`config.mk`:
```
export PLATFORM = sky130hd
export DESIGN_NAME = param_reg_file
export DESIGN_NICKNAME = d
export VERILOG_FILES = /design/src/rtl/param_reg_file_pkg.sv /design/src/rtl/param_reg_file_reg_n.sv /design/src/rtl/param_reg_file.sv
export SDC_FILE = /design/constraint.sdc
export NUM_CORES = 1
export LEC_CHECK = 0
export ABC_CLOCK_PERIOD_IN_PS = 11500
export CORE_ASPECT_RATIO = 0.6
export CORE_MARGIN = 1.5
export CORE_UTILIZATION = 35
export CTS_BUF_LIST = sky130_fd_sc_hd__clkbuf_4
export CTS_CLUSTER_SIZE = 14
export DETAILED_ROUTE_END_ITERATION = 6
export HOLD_SLACK_MARGIN = 0.05
export SYNTH_ARGS = -nofsm -noshare
export SYNTH_HDL_FRONTEND = slang
export SYNTH_HIERARCHICAL = 1
export SYNTH_SLANG_ARGS = --single-unit
```
`constraint.sdc`:
```
create_clock -name clk -period 11.5 [get_ports clk]
set_clock_uncertainty 0.15 [all_clocks]
set_input_delay 2.3 -clock clk [delete_from_list [all_inputs] [get_ports clk]]
set_output_delay 2.3 -clock clk [all_outputs]
set_load 0.005 [all_outputs]
```
`src/rtl/param_reg_file_pkg.sv`:
```
// Shared constants and helpers for the parameterised register file.
package param_reg_file_pkg;

  localparam int DEFAULT_WIDTH = 16;
  localparam int DEFAULT_DEPTH = 16;
  localparam logic [63:0] RESET_VALUE = 64'h0;

  function automatic int addr_width(input int depth);
    return (depth > 1) ? $clog2(depth) : 1;
  endfunction

endpackage

```
`src/rtl/param_reg_file_reg_n.sv`:
```
// WIDTH-bit storage register with write enable and synchronous active-low reset.
module reg_n
  import param_reg_file_pkg::*;
#(
  parameter int WIDTH = DEFAULT_WIDTH
) (
  input  logic             clk,
  input  logic             rst,
  input  logic             we,
  input  logic [WIDTH-1:0] d,
  output logic [WIDTH-1:0] q
);

  // storage update: reset clears, write enable loads, otherwise hold
  always_ff @(posedge clk) begin
    if (!rst) begin
      q <= RESET_VALUE[WIDTH-1:0];
    end else if (we) begin
      q <= d;
    end else begin
      q <= q;
    end
  end

endmodule

```
`src/rtl/param_reg_file.sv`:
```
// Register file with per-register pending (scoreboard) bits and a pending count.
// Optional write-to-read bypass enabled by defining PARAM_REG_FILE_BYPASS_EN.
module param_reg_file
  import param_reg_file_pkg::*;
#(
  parameter int WIDTH    = DEFAULT_WIDTH,
  parameter int DEPTH    = DEFAULT_DEPTH,
  parameter int ZERO_REG = 1,
  localparam int AW      = addr_width(DEPTH)
) (
  input  logic             clk,
  input  logic             rst,
  input  logic             wen,
  input  logic [AW-1:0]    waddr,
  input  logic [WIDTH-1:0] wdata,
  input  logic             rsv_en,
  input  logic [AW-1:0]    rsv_addr,
  input  logic [AW-1:0]    raddr_a,
  input  logic [AW-1:0]    raddr_b,
  output logic [WIDTH-1:0] rdata_a,
  output logic [WIDTH-1:0] rdata_b,
  output logic             pend_a,
  output logic             pend_b,
  output logic [AW:0]      pend_cnt
);

`ifdef PARAM_REG_FILE_BYPASS_EN
  localparam bit BYPASS = 1'b1;
`else
  localparam bit BYPASS = 1'b0;
`endif

  localparam bit HAS_ZERO = (ZERO_REG != 0);

  logic [WIDTH-1:0] q_s [DEPTH];
  logic [DEPTH-1:0] we_s;
  logic [DEPTH-1:0] pend_r;
  logic [DEPTH-1:0] pend_nxt_s;
  logic [AW:0]      cnt_nxt_s;
  logic [AW:0]      pend_cnt_r;
  logic             zero_a_s, zero_b_s, hit_a_s, hit_b_s, rsv_w_s;

  // per-register write enables and next pending bits; reserve beats write-clear
  always_comb begin
    we_s       = {DEPTH{1'b0}};
    pend_nxt_s = {DEPTH{1'b0}};
    cnt_nxt_s  = {(AW+1){1'b0}};
    for (int i = 0; i < DEPTH; i++) begin
      we_s[i]       = wen && (waddr == AW'(i)) && !(HAS_ZERO && (i == 0));
      pend_nxt_s[i] = (rsv_en && (rsv_addr == AW'(i))) ? 1'b1 :
                      (wen && (waddr == AW'(i)))       ? 1'b0 : pend_r[i];
      pend_nxt_s[i] = (HAS_ZERO && (i == 0)) ? 1'b0 : pend_nxt_s[i];
      cnt_nxt_s     = cnt_nxt_s + {{AW{1'b0}}, pend_nxt_s[i]};
    end
  end

  for (genvar g = 0; g < DEPTH; g++) begin : g_regs
    reg_n #(.WIDTH(WIDTH)) u_reg (
      .clk (clk),
      .rst (rst),
      .we  (we_s[g]),
      .d   (wdata),
      .q   (q_s[g])
    );
  end

  // pending bits and their population count, updated together
  always_ff @(posedge clk) begin
    if (!rst) begin
      pend_r     <= {DEPTH{1'b0}};
      pend_cnt_r <= {(AW+1){1'b0}};
    end else begin
      pend_r     <= pend_nxt_s;
      pend_cnt_r <= cnt_nxt_s;
    end
  end

  assign zero_a_s = HAS_ZERO && (raddr_a == {AW{1'b0}});
  assign zero_b_s = HAS_ZERO && (raddr_b == {AW{1'b0}});
  assign hit_a_s  = BYPASS && wen && (raddr_a == waddr);
  assign hit_b_s  = BYPASS && wen && (raddr_b == waddr);
  assign rsv_w_s  = rsv_en && (rsv_addr == waddr);

  // zero register masks everything, then bypass, then array contents
  assign rdata_a  = zero_a_s ? {WIDTH{1'b0}} : hit_a_s ? wdata : q_s[raddr_a];
  assign rdata_b  = zero_b_s ? {WIDTH{1'b0}} : hit_b_s ? wdata : q_s[raddr_b];
  assign pend_a   = zero_a_s ? 1'b0 : hit_a_s ? rsv_w_s : pend_r[raddr_a];
  assign pend_b   = zero_b_s ? 1'b0 : hit_b_s ? rsv_w_s : pend_r[raddr_b];
  assign pend_cnt = pend_cnt_r;

endmodule

```
==> metrics <==
fin crit share=approximately 74%; Max Slew Vio Count=0; Post-Synth XOR/XNOR Area=less than 1%; most common cell after layout, fill and taps aside=mux2i_1; Largest delay share family, worst path=buffers and inverters; 1st-iter DRT viols=~1.1k; LEAKAGE=0.00539 uW; area of the multi-input gates=approximately 0.0087 mm^2; FMAX=0.118 GHz; Post-Synth Simple-Gate Area=between 10 and 15%; fin nets=1443; post-synthesis register bit count=around 260; WP data arrival=between 6 and 7 ns; slew margin rel.=a little under a quarter; CTS tree=yes; Hold-fix buffers, CTS=0; worst r2r src=pend_r[1]$_SDFF_PN0_; GRT Overall Usage=21.2%; routability cong.=0.880; Tmin final=8.48 ns; io pins=between 70 and 80; Hold Path Class=flop to flop; CTS clock-pin slew for the worst setup and hold paths=0.06 ns; Max stage delay on crit path=around 1.1 ns; sequential fraction of the synthesis area=a little over a third; largest net degree at the start of global routing=about 150; DR WL/cell=22.9 um; initial antenna violation count=3; asr flop ratio synth=0%; CP most frequent cell=clkdlybuf4s50_1; first drt pass iteration count=5; max_cap viols=0; via count=roughly 11k; commonest non-fill, non-tap cells in the layout=284 x mux2i_1, 271 x nor2b_1, 259 x dfxtp_1, 107 x clkbuf_4, 71 x mux2_2; vias in the first global route=10.7k; pwr/cell area=122 mW/mm^2; initial core utilization=35.5%; Synth Area per Inst=11.2 um^2; Die ar.=between 0.04 and 0.05 mm^2; synthesized instance count=around 1.3k; DRC viols=0; Final setup viols=0; final WL=between 40000 and 50000 um; buffers added on ports=between 70 and 80; gr ovfl total=0; setup TNS=0 ns; die width=around 270 um; Reg area=0.00518 mm^2; crit start category=input pin; DR vias/cell=roughly 5.4; Synth Net Count=1369; crit path cell chain=clkdlybuf4s50_1, clkinv_1, nor2_1, a221o_1, clkdlybuf4s50_1; Main synth FF type=dfxtp_1; Core Area=~0.042 mm^2; CP startpoint=raddr_b[2]; Synth cell types=48; CP endpoint kind=primary output; Post-DRT Antenna Nets=0; Synth Area in Compound Gates=around 7.7%; Post-Synth Adder-Cell Area=1.52%; fillers=about 4.0k; post-CTS setup buffers=0; final hold vios=0; CTS resizes=0; largest family of logic cells by synthesized area=multiplexers; Post-synth EDFFs=0; worst hold margin=approximately 0.39 ns; CP max FO=17; global-route wire length before repair=approximately 69000 um; Worst EP required=9.05 ns; worst-case clock buffer depth=3; status=finished clean; Hold Path Origin=g_regs[14].u_reg/q[0]$_SDFFE_PN0P_; post-DP HPWL=28600 um; total power draw=about 2000 uW; multiplexer share of the synthesized area=between 30% and 40%; clk root buf=clkbuf_4; worst slew pin tran=between 1 and 1.5 ns; RSZ-0062 raised after global routing=no; share of layout cells above drive strength 1=roughly a fifth; Bufs and invs on worst path=3; num rows=58; synth warn=6; Finished Layout Cells=between 2k and 2.5k; Syn Std Cell Area=about 0.015 mm^2; critical path's slowest cell=nor2_1; WS Path Type=input pin to primary output; Die Y=between 150 and 200 um; VDD IR max=0.0495 mV; worst-skew pair later-pin latency=0.74 ns; Placed Cells incl. Taps=around 1.9k; CTS Buf Count=~70; H-tree depth=3; synthesis-to-finish area growth=11.5%; clk sinks=259
-- cells in the mapped netlist (2+ instances only) --
cell type  instances  area share, %
mux4_2            70             11
a21oi_1            3           0.10
mux2i_1          284             19
buf_4              7           0.35
nand2b_1           6           0.25
buf_12            16            2.2
o21ai_1            9           0.30
nor2_1            17           0.43
buf_8              3           0.30
a32oi_1            8           0.47
and2_1            13           0.55
a22o_1            15           0.89
buf_1              3          0.076
dfxtp_1          259             35
o221ai_1          23            1.4
nor3_1             4           0.13
buf_6             24            1.8
o21ai_0           33            1.1
fa_1              10            1.3
buf_2             15           0.51
a22oi_1           29            1.5
inv_1             23           0.58
nand3b_1           4           0.20
a31oi_1            2          0.084
and3b_1            2           0.12
ha_1               2           0.17
nand2_1           19           0.48
nand3_1            8           0.27
nor2b_1          272             11
clkbuf_1          30           0.76
a221o_1           19            1.3
mux2_2            71            5.4
o21a_1             3           0.15
-- logic make-up (layout without fill, tap and decap cells) --
logic type,count (synthesis),after routing
buffers and inverters,123,244
xor gates and xnor gates,1,1
adders and majority gates,12,12
and+or+nand+nor,348,348
muxes,425,425
other,1,4
AOI/OAI and AO/OA,152,152
DFF,259,259
-- per-layer routing --
| layer | track usage (%) | share of wire (%) | vias to the layer above |
|---|---|---|---|
| li1 | - | - | 5003 |
| met1 | 30.6 | 48 | 5371 |
| met2 | 30.7 | 43 | 369 |
| met4 | 6.41 | 2.0 | 2 |
| met3 | 5.35 | 7.0 | 77 |
| met5 | 0 | 0.028 | - |
-- worst register-to-register path, delay by kind of cell (launching register included) --
kind	cells	cell delay (ns)
buf+inv	4	0.30
xor+xnor	1	0.13
fa+ha+maj	6	2.49
compound gates	2	0.44
flops	1	0.35
simple gates	1	0.15
-- worst paths after layout --
path,to,cells past startpoint,slack [ns]
setup / recovery,rdata_b[0],5,3.02
hold / removal,g_regs[14].u_reg/q[0]$_SDFFE_PN0P_,2,0.39
setup reg to reg,pend_cnt[2]$_SDFF_PN0_,14,7.40
hold reg to reg,g_regs[14].u_reg/q[0]$_SDFFE_PN0P_,2,0.39
-- layout make-up --
cell class                 count  area share, %
tap                          570           4.31
clock buffer                 107           4.85
inverter                      25          0.567
multi-input combinational    939           52.7
antenna                        3         0.0454
clock inverter                13          0.665
timing repair buffer          99           5.48
sequential                   259           31.3
-- metrics by stage --
| step | utilization [%] | setup slack, ns | cell area, um^2 |
|---|---|---|---|
| 3_3_place_gp | 37.3 | 2.98 | 15600 |
| 5_1_grt | 39.5 | 2.86 | 16500 |
| 2_1_floorplan | - | 5.34 | 14800 |
| 6_report | 39.5 | 3.02 | 16500 |
| 4_1_cts | 39.5 | 3.03 | 16500 |
| 3_5_place_dp | 37.3 | 3.03 | 15600 |
-- power by group --
part / switching (uW) / internal, uW
Clock: 403 / 467
Sequential: 10.0 / 911
Combinational: 135 / 100
-- sequential cells by signal, indices dropped and copies added, names as in the netlist --
signal	flops
pend_cnt	4
pend_r	15
g_regs.u_reg/q	240
No activity file was read; power rests on OpenSTA's default activity.
